`config.mk`:
```
export PLATFORM = sky130hd
export DESIGN_NAME = cpu_bus_ctrl
export DESIGN_NICKNAME = d
export VERILOG_FILES = /design/src/rtl/cpu_bus_ctrl.sv
export SDC_FILE = /design/constraint.sdc
export NUM_CORES = 1
export LEC_CHECK = 0
export CORE_MARGIN = 5
export CORE_UTILIZATION = 45
export DETAILED_ROUTE_END_ITERATION = 16
export PLACE_DENSITY = 0.82
export SETUP_SLACK_MARGIN = 0.4
export SYNTH_ARGS = -nofsm -noshare
export SYNTH_HDL_FRONTEND = slang
export SYNTH_SLANG_ARGS = --single-unit
```
`constraint.sdc`:
```
create_clock -name i_clk -period 5.8 [get_ports i_clk]
set_clock_uncertainty 0.2 [all_clocks]
set_input_delay 1.74 -clock i_clk [delete_from_list [all_inputs] [get_ports i_clk]]
set_output_delay 1.74 -clock i_clk [all_outputs]
set_load 0.01 [all_outputs]
```
`src/rtl/cpu_bus_ctrl.sv`:
```
`default_nettype none
// ============================================================================
// Module   : cpu_bus_ctrl
// Function : Multi-beat transfer engine between the CPU core and a four-phase
//            strobe/ready memory bus, with per-phase timeout abort.
// Revision : 1.0 - initial release
// ============================================================================
module cpu_bus_ctrl #(
    parameter int  ADDR_W      = 32,
    parameter int  DATA_W      = 8,
    parameter int  MAX_BEATS   = 4,
    parameter int  TIMEOUT_CYC = 255,
    localparam int SZ_W        = $clog2(MAX_BEATS + 1)
) (
    input  logic                        i_clk,
    input  logic                        i_rst,
    input  logic                        i_req,
    input  logic                        i_we,
    input  logic                        i_dir,
    input  logic [ADDR_W-1:0]           i_addr,
    input  logic [SZ_W-1:0]             i_size,
    input  logic [DATA_W*MAX_BEATS-1:0] i_wdata,
    output logic                        o_busy,
    output logic                        o_done,
    output logic                        o_err,
    output logic [DATA_W*MAX_BEATS-1:0] o_rdata,
    output logic                        o_bus_clk,
    output logic                        o_bus_we,
    output logic [ADDR_W-1:0]           o_bus_addr,
    output logic [DATA_W-1:0]           o_bus_data,
    input  logic [DATA_W-1:0]           i_bus_data,
    input  logic                        i_bus_data_ready
);

    localparam int CNT_W            = (TIMEOUT_CYC > 1) ? $clog2(TIMEOUT_CYC) : 1;
    localparam int c_TO_LAST_INT    = (TIMEOUT_CYC > 0) ? TIMEOUT_CYC - 1 : 0;
    localparam logic [CNT_W-1:0] c_TO_LAST = CNT_W'(c_TO_LAST_INT);
    localparam logic             c_TO_EN   = (TIMEOUT_CYC > 0);
    localparam logic [SZ_W-1:0]  c_MAX_SZ  = SZ_W'(MAX_BEATS);
    localparam logic [SZ_W-1:0]  c_ONE_SZ  = SZ_W'(1);

    typedef enum logic [1:0] {
        S_IDLE    = 2'd0,
        S_STROBE  = 2'd1,
        S_RELEASE = 2'd2
    } state_t;

    state_t                      r_state,    w_state_nxt;
    logic [SZ_W-1:0]             r_beat,     w_beat_nxt;
    logic [CNT_W-1:0]            r_cnt,      w_cnt_nxt;
    logic                        r_we,       w_we_nxt;
    logic                        r_dir,      w_dir_nxt;
    logic [SZ_W-1:0]             r_size,     w_size_nxt;
    logic [DATA_W*MAX_BEATS-1:0] r_wdata,    w_wdata_nxt;
    logic                        r_busy,     w_busy_nxt;
    logic                        r_done,     w_done_nxt;
    logic                        r_err,      w_err_nxt;
    logic [DATA_W*MAX_BEATS-1:0] r_rdata,    w_rdata_nxt;
    logic                        r_bus_clk,  w_bus_clk_nxt;
    logic                        r_bus_we,   w_bus_we_nxt;
    logic [ADDR_W-1:0]           r_bus_addr, w_bus_addr_nxt;
    logic [DATA_W-1:0]           r_bus_data, w_bus_data_nxt;

    logic [SZ_W-1:0]             w_beat_inc;
    logic [DATA_W-1:0]           w_next_lane;
    logic                        w_to_hit;

    always_comb begin
        w_state_nxt    = r_state;
        w_beat_nxt     = r_beat;
        w_cnt_nxt      = '0;
        w_we_nxt       = r_we;
        w_dir_nxt      = r_dir;
        w_size_nxt     = r_size;
        w_wdata_nxt    = r_wdata;
        w_busy_nxt     = r_busy;
        w_done_nxt     = 1'b0;
        w_err_nxt      = 1'b0;
        w_rdata_nxt    = r_rdata;
        w_bus_clk_nxt  = r_bus_clk;
        w_bus_we_nxt   = r_bus_we;
        w_bus_addr_nxt = r_bus_addr;
        w_bus_data_nxt = r_bus_data;
        w_beat_inc     = r_beat + c_ONE_SZ;
        w_next_lane    = '0;
        w_to_hit       = c_TO_EN && (r_cnt == c_TO_LAST);

        for (int k = 0; k < MAX_BEATS; k++) begin
            if (w_beat_inc == SZ_W'(k)) begin
                w_next_lane = r_wdata[k*DATA_W +: DATA_W];
            end
        end

        case (r_state)
            S_IDLE: begin
                // The cycle carrying o_done is deliberately dead so the core sees completion first
                if (i_req && !r_done) begin
                    w_we_nxt       = i_we;
                    w_dir_nxt      = i_dir;
                    w_wdata_nxt    = i_wdata;
                    if (i_size == '0) begin
                        w_size_nxt = c_ONE_SZ;
                    end else if (i_size > c_MAX_SZ) begin
                        w_size_nxt = c_MAX_SZ;
                    end else begin
                        w_size_nxt = i_size;
                    end
                    w_rdata_nxt    = '0;
                    w_busy_nxt     = 1'b1;
                    w_beat_nxt     = '0;
                    w_bus_addr_nxt = i_addr;
                    w_bus_we_nxt   = i_we;
                    w_bus_data_nxt = i_wdata[DATA_W-1:0];
                    w_bus_clk_nxt  = 1'b1;
                    w_state_nxt    = S_STROBE;
                end
            end

            S_STROBE: begin
                w_cnt_nxt = r_cnt + 1'b1;
                if (i_bus_data_ready) begin
                    if (!r_we) begin
                        for (int k = 0; k < MAX_BEATS; k++) begin
                            if (r_beat == SZ_W'(k)) begin
                                w_rdata_nxt[k*DATA_W +: DATA_W] = i_bus_data;
                            end
                        end
                    end
                    w_bus_clk_nxt = 1'b0;
                    w_cnt_nxt     = '0;
                    w_state_nxt   = S_RELEASE;
                end else if (w_to_hit) begin
                    w_bus_clk_nxt = 1'b0;
                    w_busy_nxt    = 1'b0;
                    w_done_nxt    = 1'b1;
                    w_err_nxt     = 1'b1;
                    w_cnt_nxt     = '0;
                    w_state_nxt   = S_IDLE;
                end
            end

            S_RELEASE: begin
                w_cnt_nxt = r_cnt + 1'b1;
                if (!i_bus_data_ready) begin
                    w_cnt_nxt = '0;
                    if (w_beat_inc < r_size) begin
                        w_beat_nxt     = w_beat_inc;
                        w_bus_addr_nxt = r_dir ? (r_bus_addr - ADDR_W'(1))
                                               : (r_bus_addr + ADDR_W'(1));
                        w_bus_data_nxt = w_next_lane;
                        w_bus_clk_nxt  = 1'b1;
                        w_state_nxt    = S_STROBE;
                    end else begin
                        w_busy_nxt     = 1'b0;
                        w_done_nxt     = 1'b1;
                        w_state_nxt    = S_IDLE;
                    end
                end else if (w_to_hit) begin
                    w_busy_nxt  = 1'b0;
                    w_done_nxt  = 1'b1;
                    w_err_nxt   = 1'b1;
                    w_cnt_nxt   = '0;
                    w_state_nxt = S_IDLE;
                end
            end

            default: begin
                w_state_nxt = S_IDLE;
            end
        endcase
    end

    always_ff @(posedge i_clk or posedge i_rst) begin
        if (i_rst) begin
            r_state    <= S_IDLE;
            r_beat     <= '0;
            r_cnt      <= '0;
            r_we       <= 1'b0;
            r_dir      <= 1'b0;
            r_size     <= '0;
            r_wdata    <= '0;
            r_busy     <= 1'b0;
            r_done     <= 1'b0;
            r_err      <= 1'b0;
            r_rdata    <= '0;
            r_bus_clk  <= 1'b0;
            r_bus_we   <= 1'b0;
            r_bus_addr <= '0;
            r_bus_data <= '0;
        end else begin
            r_state    <= w_state_nxt;
            r_beat     <= w_beat_nxt;
            r_cnt      <= w_cnt_nxt;
            r_we       <= w_we_nxt;
            r_dir      <= w_dir_nxt;
            r_size     <= w_size_nxt;
            r_wdata    <= w_wdata_nxt;
            r_busy     <= w_busy_nxt;
            r_done     <= w_done_nxt;
            r_err      <= w_err_nxt;
            r_rdata    <= w_rdata_nxt;
            r_bus_clk  <= w_bus_clk_nxt;
            r_bus_we   <= w_bus_we_nxt;
            r_bus_addr <= w_bus_addr_nxt;
            r_bus_data <= w_bus_data_nxt;
        end
    end

    assign o_busy     = r_busy;
    assign o_done     = r_done;
    assign o_err      = r_err;
    assign o_rdata    = r_rdata;
    assign o_bus_clk  = r_bus_clk;
    assign o_bus_we   = r_bus_we;
    assign o_bus_addr = r_bus_addr;
    assign o_bus_data = r_bus_data;

endmodule
`default_nettype wire
```
## After elaboration in Yosys (flattened, before gate mapping)

Index checks and enable logic that the tools add are counted.

- Register bits: 126
- Bits in latches: 0
- Bits in writable memories: 0
- Memory bits (read-only): 0
- Output and inout bits: 77
- Memories: 0

- Add/subtract/negate cells: 4
- Multiply operators: 0
- Div/mod/pow operators: 0
- Order comparisons: 2
- Eq/ne operators: 21
- Shifts and indexed selects: 0
- Muxes and demuxes: 55
- Bitwise operators: 0
- Reductions and logical operators: 17

Operators by type and width:

| operator | number |
|---|---|
| $mux W32 | 7 |
| $pmux W32 S2 | 2 |
| $mux W8 | 14 |
| $add A32 B1 Y32 const B | 1 |
| $pmux W8 S2 | 2 |
| $sub A32 B1 Y32 const B | 1 |
| $reduce_and A5 Y1 | 5 |
| $ne A2 B2 Y1 const B | 10 |
| $mux W1 | 15 |
| $mux W3 | 5 |
| $eq A3 B2 Y1 const B | 4 |
| $logic_not A3 Y1 | 3 |
| $add A8 B1 Y8 const B | 1 |
| $eq A8 B8 Y1 const B | 1 |
| $mux W2 | 4 |
| $reduce_and A4 Y1 | 2 |
| $eq A3 B1 Y1 const B | 2 |
| $ne A3 B3 Y1 const B | 2 |
| $pmux W1 S3 | 2 |
| $pmux W2 S3 | 1 |
| $pmux W3 S2 | 1 |
| $pmux W1 S2 | 2 |
| $reduce_bool A2 Y1 | 2 |
| $add A3 B1 Y3 const B | 1 |
| other kinds (9) | 9 |

## Depth between registers and ports, before layout

- Depth after elaboration: 9
- Gate-level depth with buffers: 13
- Depth with buffers taken out: 12

## Worst setup path before layout

OpenSTA, ideal clock, no wires.

- Path type: input -> register
- From: input i_req
- To: register r_rdata[24], in the netlist o_rdata[24]
- Setup time: 0.083 ns
- Arrival: 3.105 ns
- Required time: 5.517 ns
- Path slack: 2.412 ns
- Stages: 8
- Cells stage by stage: nand2b_1 > and2_1 > clkbuf_1 > a21oi_1 > a21boi_1 > clkbuf_1 > nand3_1 > o21ai_0

- Cells in the longest elaborated chain, start to end: 3

RTL lines:

| item | line | source |
|---|---|---|
| from (decl) | 17 | `input logic i_req,` |
| $logic_and A1 B1 Y1 | 97 | `if (i_req && !r_done) begin` |
| $ne A2 B2 Y1 (no line) | -- |  |
| $reduce_and A5 Y1 (no line) | -- |  |
| to (signal assigned) | 201 | `r_rdata <= w_rdata_nxt;` |
| to (decl) | 58 | `logic [DATA_W*MAX_BEATS-1:0] r_rdata, w_rdata_nxt;` |

Every way passes these cells.
A chain may end at the register's enable or synchronous reset.

## Final worst setup path

- From: input i_bus_data_ready
- To: register r_bus_addr[26], in the netlist o_bus_addr[26]

- Cells in the longest elaborated chain, start to end: 2

RTL lines:

| item | line | source |
|---|---|---|
| from (decl) | 32 | `input logic i_bus_data_ready` |
| $ne A2 B2 Y1 (no line) | -- |  |
| $reduce_and A4 Y1 (no line) | -- |  |
| to (signal assigned) | 204 | `r_bus_addr <= w_bus_addr_nxt;` |
| to (decl) | 61 | `logic [ADDR_W-1:0] r_bus_addr, w_bus_addr_nxt;` |

Every way passes these cells.

==> results.ini <==
[critical_path]
worst_path_most_repeated_cell = nand2_1
critPathSlowestCell = clkdlybuf4s50_1
timing_worst_setup_path_type = in -> reg
worstPathArrival_ns = 4.09
worst-path-buf-inv = 2
critPathMaxFanout = 17
setup.worst_path.start_class = primary input
cp.required_ns = 5.96
critical_path.top_delay_family = simple AND/OR/NAND/NOR gates
crit_chain = clkdlybuf4s50_1 > nor3b_2 > nand2_1 > nand2_1 > buf_4 > o2111ai_1 > o31ai_1 > a211o_1
end_kind = flop
max_stage_delay_ns = 0.55

[clock_tree]
cts-htree-levels = 4
post-cts-setup-buffers = 0
post_cts_hold_buffer_count = 0
cts-buffers-inserted = 17
insertion_delay_ns = 0.42
clk_path_buf_depth = 2
clock_tree.root_cell = clkbuf_16
worst_setup_hold_path_clk_slew_ns = 0.06
cts-resized-gates = 0
tritoncts_clock_tree = yes
numClockSinks = 126

[place]
port_buffers = 157
place_ws_ns = 1.46
dp.final_hpwl_mm = 14.3
gp_routability_congestion = 0.895
placed_cells = 1113

[detailed_routing]
drt_met1_wl_mm = 8.15
drcViolationCount = 0
drt_iter0_markers = 404
met2WireLength_mm = 9.75
dr.max_layer_used = met5
route.final.wire_length_mm = 19.5
number_of_detailed_route_iterations_in_the_first_pass = 5
route.antenna.remaining_nets = 0
met3_routed_wl_mm = 1.10
wl_per_cell_um = 17.1
num_vias = 6258
vias_per_cell = 5.47

[sta]
upper_clock_frequency_limit_mhz = 254
worst_hold_slack_ns = 0.278
timing.final.max_slew_violations = 0
max-slew-margin-rel = 0.375
timing.final.setup_violations = 0
layout_setup_ws_ns = 1.87
timing.setup.tns_ns = 0
tightest_pin_transition_ns = 0.935
finalWorstPathRequiredPeriod_ns = 3.93
rsz0062_at_grt = no
tcrit_tclk_final = 0.678
final-hold-violation-count = 0

[layout]
post_layout_nonfiller_instances = 1145
antennaDiodeCount = 0
area_delta_synth_final_pct = 31.7
num-nets-final = 1042
drive_above_1_share = 0.110

[floorplanning]
ios = 158
floorplan.core_area_sq_um = 16000
num_rows = 46
die_height_um = 138
start_util = 0.460
fp.dieW_um = 138
floorplan.die_area_sq_um = 19000

[synthesis]
synth-main-ff-cell = dfrtp_1
synthCells = 771
yosys_warnings = 0
synth_edf_count = 0
ys_async_rst_share = 1.00
yosys_register_bits = 126
synth_seq_area_share = 0.428
synth_area_sq_um = 7370
postSynthAreaPerCell_sq_um = 9.56
synth_fp_nets = 897
synth_cell_types = 65

[global_routing]
antenna_found_initial = 1
global_route.usage.total = 0.208
global_route.overflow_total = 0
grt_pass1_wl_mm = 31.2
grt_pass1_vias = 6182
grt_max_degree = 72

[power_and_ir_drop]
ir_drop_mv = 0.326
totalPowerFinal_mw = 6.33
power_density_nw_per_um2 = 653
cellLeakagePower_nw = 4.07

[flow_run]
drv_cap = 0

[run_status]
run_status = completed

[hold_path]
worst_hold_path_type = reg -> reg

[flip-flops by register name (all words and copies together), names as in the netlist]
register / flops
r_wdata: 32
o_bus_clk: 1
o_err: 1
o_bus_we: 1
o_busy: 1
o_done: 1
r_state: 2
r_size: 3
o_bus_addr: 32
o_bus_data: 8
r_cnt: 8
r_dir: 1
r_beat: 3
o_rdata: 32
[path summary, 6_finish.rpt]
check	startpoint	endpoint	slack (ns)	cells after the start
max	i_bus_data_ready	o_bus_addr[26]	1.87	8
min reg2reg	o_rdata[11]	o_rdata[11]	0.28	2
min	o_rdata[11]	o_rdata[11]	0.28	2
max in group asynchronous	i_rst	r_wdata[5]	2.89	3
min in group asynchronous	i_rst	o_bus_addr[21]	1.67	2
max reg2reg	r_beat[0]	o_bus_addr[26]	1.90	13
[synthesized netlist by cell type, drive strengths merged (11+ instances only)]
| cell | n | area (sq um) |
|---|---|---|
| ha | 44 | 551 |
| mux2 | 36 | 405 |
| o21ai | 92 | 468 |
| xor2 | 14 | 123 |
| inv | 31 | 116 |
| nor2 | 42 | 160 |
| mux2i | 28 | 280 |
| dfrtp | 126 | 3150 |
| a21o | 11 | 91.3 |
| clkbuf | 28 | 105 |
| a21oi | 50 | 284 |
| xnor2 | 18 | 158 |
| nand2 | 98 | 368 |
| nand3 | 32 | 160 |
[kinds of logic after synthesis]
family / after synthesis / synth area share
AOI/OAI and AO/OA: 216 / 0.190
xor gates and xnor gates: 32 / 0.0380
adders and majority gates: 45 / 0.0774
buffers and inverters: 69 / 0.0360
DFF: 126 / 0.428
muxes: 64 / 0.0931
and+or+nand+nor: 219 / 0.137
[layout make-up]
class / count / area, sq um
inverter: 32 / 123
fill: 1377 / 6300
tap: 216 / 270
sequential: 126 / 3150
multi-input combinational: 576 / 3950
clock buffer: 18 / 439
timing repair buffer: 163 / 1630
clock inverter: 14 / 134
[through the flow]
stage	instance area (sq um)	util
after global routing	9700	0.606
after detailed placement	9130	0.570
after global placement	9130	0.570
final	9700	0.606
after CTS	9700	0.606
after floorplan	7370	-
[where the power goes]
part           internal (mW)  switching (mW)  total (mW)
registers               1.25           0.274        1.53
logic                   1.70            2.08        3.77
clock network          0.606           0.423        1.03
[cell usage in the layout, fill, tap and decap left out, types with 5 or more instances in the layout]
cell type,synthesis,final
a21o_1,9,9
a21oi_1,45,45
clkinvlp_4,0,5
mux2i_1,28,28
clkbuf_16,0,17
mux2_2,36,36
buf_4,0,5
ha_1,44,43
o21ai_1,7,7
xor2_1,14,14
nor2_1,41,41
dfrtp_1,126,126
o21ai_0,83,83
nand3_1,32,32
nor3b_1,7,7
a211oi_1,5,5
nor3_1,5,5
clkdlybuf4s50_1,0,157
o22ai_1,8,8
nand2_1,98,98
xnor2_1,18,18
inv_1,31,30
nand3b_1,5,5
a32oi_1,8,8
nand4_1,5,5
a31oi_1,6,6
and2_1,5,5
and3_1,5,5
[per-layer routing]
layer | GRT usage | vias up
met3 | 0.0501 | 36
met5 | 0 | -
li1 | - | 3045
met1 | 0.264 | 2987
met4 | 0.0730 | 2
met2 | 0.348 | 188
[worst reg2reg max path, stage by stage, from the launching register on]
cell and delay, ns:
dfrtp_1 0.46, ha_1 0.26, ha_1 0.49, inv_1 0.15, ha_1 0.29, o21ai_0 0.07, nand2b_1 0.13, nor3b_2 0.33
nand2_1 0.30, nand2_1 0.43, buf_4 0.31, o2111ai_1 0.14, o31ai_1 0.12, a211o_1 0.14
Note: power is estimated with default switching activity, not from simulation.
